$ cat src/rtl/play_scheduler.sv
// play_scheduler: song step sequencer and note arbiter for the music player.
// Drives the song ROM address, gates playback with play/pause/stop and a
// tempo select, and picks the note for the tone generator. A live keypad
// note always overrides the song note. The song keeps advancing underneath.
//
// Handshake: there is no valid/ready pair here. btn_play and btn_stop are
// single-cycle pulses, and each one is acted on at the clk edge that samples
// it. song_index is combinational from song_step and is taken in the same
// cycle. All outputs are registered, or decoded straight from the state
// register.
module play_scheduler #(
    parameter int TICK_DIV = 3125000,
    parameter int SONG_LEN = 192,
    parameter int STEP_W   = 8
) (
    input  logic              clk,
    input  logic              reset,
    input  logic              btn_play,
    input  logic              btn_stop,
    input  logic              loop_en,
    input  logic [1:0]        tempo_sel,
    input  logic [4:0]        key_index,
    input  logic [4:0]        song_index,
    output logic [STEP_W-1:0] song_step,
    output logic [4:0]        note_index,
    output logic              playing,
    output logic              paused,
    output logic              beat_tick,
    output logic              song_done
);

    typedef enum logic [1:0] {
        IDLE  = 2'd0,
        PLAY  = 2'd1,
        PAUSE = 2'd2
    } state_t;

    // The counter is wide enough for the slowest tempo (2*TICK_DIV).
    localparam int CNT_W = $clog2(2 * TICK_DIV);
    localparam logic [CNT_W-1:0]  TERM_NORM = CNT_W'(TICK_DIV - 1);
    localparam logic [CNT_W-1:0]  TERM_FAST = CNT_W'(TICK_DIV / 2 - 1);
    localparam logic [CNT_W-1:0]  TERM_SLOW = CNT_W'(2 * TICK_DIV - 1);
    localparam logic [STEP_W-1:0] LAST_STEP = STEP_W'(SONG_LEN - 1);

    state_t           state;
    logic [CNT_W-1:0] tick_cnt;
    logic [CNT_W-1:0] term;
    logic             tick;
    logic             at_last;

    // Terminal count for the current tempo. The >= compare means a tempo
    // change that leaves the count past the new terminal ticks at once.
    always_comb begin
        term = TERM_NORM;
        case (tempo_sel)
            2'd1:    term = TERM_FAST;
            2'd2:    term = TERM_SLOW;
            default: term = TERM_NORM;
        endcase
        tick    = (state == PLAY) && (tick_cnt >= term);
        at_last = (song_step >= LAST_STEP);
    end

    // Status flags are decoded straight from the state register.
    assign playing = (state == PLAY);
    assign paused  = (state == PAUSE);

    // Main sequencer: state, step counter, tick counter, note arbitration and pulses.
    always_ff @(posedge clk or negedge reset) begin
        if (!reset) begin
            state      <= IDLE;
            tick_cnt   <= '0;
            song_step  <= '0;
            note_index <= '0;
            beat_tick  <= 1'b0;
            song_done  <= 1'b0;
        end else begin
            beat_tick  <= 1'b0;
            song_done  <= 1'b0;
            note_index <= (state == PLAY && key_index == 5'd0) ? song_index : key_index;
            if (btn_stop) begin
                state     <= IDLE;
                song_step <= '0;
                tick_cnt  <= '0;
            end else begin
                case (state)
                    IDLE: begin
                        if (btn_play) begin
                            state     <= PLAY;
                            song_step <= '0;
                            tick_cnt  <= '0;
                        end
                    end
                    PLAY: begin
                        if (tick) begin
                            tick_cnt <= '0;
                            if (!at_last) begin
                                song_step <= song_step + 1'b1;
                                beat_tick <= 1'b1;
                                if (btn_play) state <= PAUSE;
                            end else if (loop_en) begin
                                song_step <= '0;
                                beat_tick <= 1'b1;
                                if (btn_play) state <= PAUSE;
                            end else begin
                                // The song has ended. This takes priority over a pause request.
                                state     <= IDLE;
                                song_step <= '0;
                                song_done <= 1'b1;
                            end
                        end else begin
                            // The count still advances on the edge that takes a pause.
                            tick_cnt <= tick_cnt + 1'b1;
                            if (btn_play) state <= PAUSE;
                        end
                    end
                    PAUSE: begin
                        if (btn_play) state <= PLAY;
                    end
                    default: begin
                        state <= IDLE;
                    end
                endcase
            end
        end
    end

endmodule

$ cat config.mk
export PLATFORM = sky130hd
export DESIGN_NAME = play_scheduler
export DESIGN_NICKNAME = d
export VERILOG_FILES = /design/src/rtl/play_scheduler.sv
export SDC_FILE = /design/constraint.sdc
export NUM_CORES = 1
export LEC_CHECK = 0
export CELL_PAD_IN_SITES_DETAIL_PLACEMENT = 1
export CELL_PAD_IN_SITES_GLOBAL_PLACEMENT = 2
export CORE_MARGIN = 2
export CORE_UTILIZATION = 30
export CTS_BUF_LIST = sky130_fd_sc_hd__clkbuf_8
export CTS_CLUSTER_DIAMETER = 30
export DETAILED_ROUTE_END_ITERATION = 8
export DONT_BUFFER_PORTS = 1
export PLACE_DENSITY = 0.73
export SYNTH_ARGS = -nofsm -noshare
export SYNTH_HDL_FRONTEND = slang
export SYNTH_SLANG_ARGS = --single-unit
$ cat constraint.sdc
create_clock -name clk -period 6.8 [get_ports clk]
set_clock_uncertainty 0.15 [all_clocks]
set_input_delay 0.34 -clock clk [delete_from_list [all_inputs] [get_ports clk]]
set_output_delay 0.34 -clock clk [all_outputs]
set_load 0.05 [all_outputs]
==> results <==
- The run finished with clean final reports.
- The critical path is of the in2reg type.
- The leading register cell type out of synthesis is sky130_fd_sc_hd__dfrtp_1.
- The number of inserted filler cells in the final layout is 931.
- The kind of end point of the critical path is a register.
- The die covers 9080 µm².
- Setup slack on the worst reg-to-reg path comes out at 4.05 ns.
- The number of hold-slack violations in the final timing report came to 0.
- The number of rows created at floorplan is 33.
- The number of remaining DRC errors is 0.
- Setup violations remaining at the end of the flow were counted as 0.
- The number of max-slew violations in the final report is 0.
- In this run the deepest clock path goes through 2 buffers.
- The HPWL reported at the end of detailed placement is 4590 µm.
- The post-synth design cell area is 2500 µm².
- Counting flops with a built-in enable in the synthesized netlist gives 0.
- The first TritonRoute pass finished after 4 iterations.
- The number of antenna violations at the first check in global routing is 0.
- The sum of negative setup slack is 0 ns.
- The area growth from synthesis to layout is 12.1%.
- The core box area is 8130 µm².
- The post-synthesis register bit count is 40.
- CTS built an H-tree with a depth of 2.
- The CTS sink count is 40.
- Clock tree synthesis inserted a total of 5 buffers.
- Buffers added to address setup during post-CTS repair amount to 0.
- Timing analysis after detailed placement gives a worst setup slack of 3.66 ns.
- VDD sags by at most 73.8 µV.
- The total wire length after detailed routing is 6220 µm.
- The final critical path takes up 40.8% of the cycle.
- The post-synth net total is 296.
- For this run, asynchronously set or reset flops after synthesis account for 100%.
- Leaving out fill and tap cells, the most frequent cells in the layout are 40 x sky130_fd_sc_hd__dfrtp_1, 32 x sky130_fd_sc_hd__nor2_1, 25 x sky130_fd_sc_hd__nand3_1.
- The number of warnings reported in the yosys synthesis log is 0.
- The maximum operating frequency is 0.360 GHz.
- The I/O pin count is 34.
- The repair_antennas step left the layout with diodes totalling 0.
- Leaving out fill and tap cells, the most frequent cell in the layout is sky130_fd_sc_hd__dfrtp_1.
- The first global-routing pass estimated 10500 µm of wire.
- The clock tree root driver cell is sky130_fd_sc_hd__clkbuf_8.
- The final layout contains 304 nets.
- The clock edge transition at the registers on the reported setup and hold paths is 0.08 ns.
- The tool flagged a number of max-cap violations equal to 0.
- Once detail routing completed, the nets flagged for antenna violations numbered 0.
- Measured on the finished design, the core utilization comes to 34.5%.
- The biggest fanout along the worst timing path is 8.
- The least setup slack across all paths after layout is 4.02 ns.
- The chip width is 95.3 µm.
- The initial DRC count is 53.
- Synthesis handed over a netlist of 268 instances.
- The clock tree from TritonCTS is yes.
- The classification of the worst-slack hold path is in2reg.
- The transition time at the pin with the least slew margin is 1.10 ns.
- The all-layer global routing usage is 15.0%.
- The via count of the first global-routing pass is 2097.
- The static leakage is 0.00119 µW.
- The tightest hold path in the finished design has a slack of 0.00804 ns.
- In this run, distinct cell masters in the synthesized netlist total 53.
- The sequential element share of the synthesized area is 40.0%.
- Global routing finished with a remaining overflow of 0.
- The detail-routed via count per cell is 5.22.
- The insertion delay to the later sink of the worst-skew pair is 0.29 ns.
- The critical path startpoint category is a primary input.
- Setup repair after global routing left no endpoint under its margin.
- In this run the tool buffered the top-level ports with 0 buffer cells.
- The via count is 1994.
- The floorplan step set the die height to 95.3 µm.
- The shortest clock period the worst path allows after layout is 2.78 ns.
- The average wire per standard cell is 16.3 µm.
- Entering global routing, the biggest net connects 41 pins.
- At the end of routability-driven placement, the weighted congestion stood at 0.782.
- In this run the mean area of a mapped cell was 9.33 µm².
- The fraction of layout cells with a size suffix above 1 is 7.94%.
- The starting density of the core is 30.7%.
- The required time of the critical path is 6.88 ns.
- Dividing total power by cell area gives a power density of 182 nW/µm².
- The arrival time at the worst endpoint is 2.86 ns.
- The worst pin sits at a relative slew slack of 26.2%.
[cells in the mapped netlist, types with 2 or more instances]
library cell                instances  area share (%)
sky130_fd_sc_hd__nand2b_1           5             1.3
sky130_fd_sc_hd__o2bb2ai_1          2            0.70
sky130_fd_sc_hd__a21oi_1            2            0.40
sky130_fd_sc_hd__or2_2              2            0.50
sky130_fd_sc_hd__a211oi_1           3            0.90
sky130_fd_sc_hd__nor3b_1            4             1.2
sky130_fd_sc_hd__inv_1             13             2.0
sky130_fd_sc_hd__xnor2_1           11             3.9
sky130_fd_sc_hd__nand4_1            3            0.75
sky130_fd_sc_hd__a21o_1             7             2.1
sky130_fd_sc_hd__xor2_1            16             5.6
sky130_fd_sc_hd__nor4_1             3            0.75
sky130_fd_sc_hd__ha_1              11             5.5
sky130_fd_sc_hd__buf_6              3             1.4
sky130_fd_sc_hd__nand2_1           20             3.0
sky130_fd_sc_hd__clkbuf_1           2            0.30
sky130_fd_sc_hd__nor3_1             9             1.8
sky130_fd_sc_hd__a22o_1             6             2.1
sky130_fd_sc_hd__o21ai_0            4            0.80
sky130_fd_sc_hd__o22ai_1            2            0.50
sky130_fd_sc_hd__o41ai_1            2            0.70
sky130_fd_sc_hd__a221o_1            3             1.2
sky130_fd_sc_hd__nand3b_1           2            0.60
sky130_fd_sc_hd__nand3_1           25             5.0
sky130_fd_sc_hd__a311oi_1           3             1.1
sky130_fd_sc_hd__and3_1             6             1.5
sky130_fd_sc_hd__dfrtp_1           40              40
sky130_fd_sc_hd__nor2_1            32             4.8
sky130_fd_sc_hd__a31o_2             2            0.70
sky130_fd_sc_hd__nor2b_1            2            0.50
[sequential cells by signal, summed over array words and instances (netlist names)]
register / flops
beat_tick: 1
note_index: 5
song_done: 1
song_step: 8
state: 2
tick_cnt: 23
[layout make-up]
class	instances	area, µm²	share of cell area (%)
multi-input combinational	207	1400	49.8
sequential	40	1000	35.7
tap	105	131	4.69
timing repair buffer	9	105	3.75
clock buffer	6	82.6	2.95
inverter	13	48.8	1.74
clock inverter	2	38.8	1.38
[worst paths after layout]
check                         startpoint             to  cells past startpoint
min                        song_index[1]  note_index[1]                      1
min reg2reg                 tick_cnt[16]   tick_cnt[16]                      2
max reg2reg                 tick_cnt[14]   tick_cnt[13]                      5
max                         tempo_sel[0]   song_step[6]                      9
max in group asynchronous          reset    tick_cnt[4]                      2
min in group asynchronous          reset   tick_cnt[19]                      2
[kinds of logic (layout without fill, tap and decap cells)]
logic type,after synthesis,after routing,share of synthesized area (%)
xor gates and xnor gates,27,27,9.46
DFF,40,40,40.0
AOI/OAI and AO/OA,50,50,17.1
and+or+nand+nor,119,119,23.8
buffers and inverters,21,30,4.15
adders and majority gates,11,11,5.51
[repair_timing]
| item | in CTS | in global routing |
|---|---|---|
| endpoints found under the hold margin | 47 | 0 |
| resized for setup | 0 | 0 |
| hold buffers | 8 | 0 |
[worst max-delay path, stage by stage]
cell and delay (ns):
sky130_fd_sc_hd__inv_1 0.04, sky130_fd_sc_hd__ha_1 0.37, sky130_fd_sc_hd__inv_1 0.10, sky130_fd_sc_hd__ha_1 0.30, sky130_fd_sc_hd__a31o_2 0.22, sky130_fd_sc_hd__a221oi_1 0.46, sky130_fd_sc_hd__o41ai_2 0.21, sky130_fd_sc_hd__o31ai_2 0.57
sky130_fd_sc_hd__a221o_1 0.25
[power breakdown]
group,internal (µW),switching [µW],total (µW)
logic,16.9,30.0,47.0
clock network,120,91.6,212
registers,241,10.1,251
[per-stage QoR]
stage | total power [µW] | instances | area, µm²
final | 510 | 382 | 2800
after global routing | 529 | 382 | 2800
after CTS | 517 | 382 | 2800
after detailed placement | 293 | 366 | 2580
after global placement | 293 | 366 | 2580
after floorplan | 286 | 268 | 2500
[metal layers]
metal	vias to the layer above	track usage [%]	wire, µm	part of all wire, %
met5	-	0	0	0
met4	0	5.07	137	2.2
met3	9	1.98	154	2.5
met2	33	25.5	3040	49
met1	982	19.7	2890	46
li1	970	-	-	-
No activity file was read; power rests on OpenSTA's default activity.
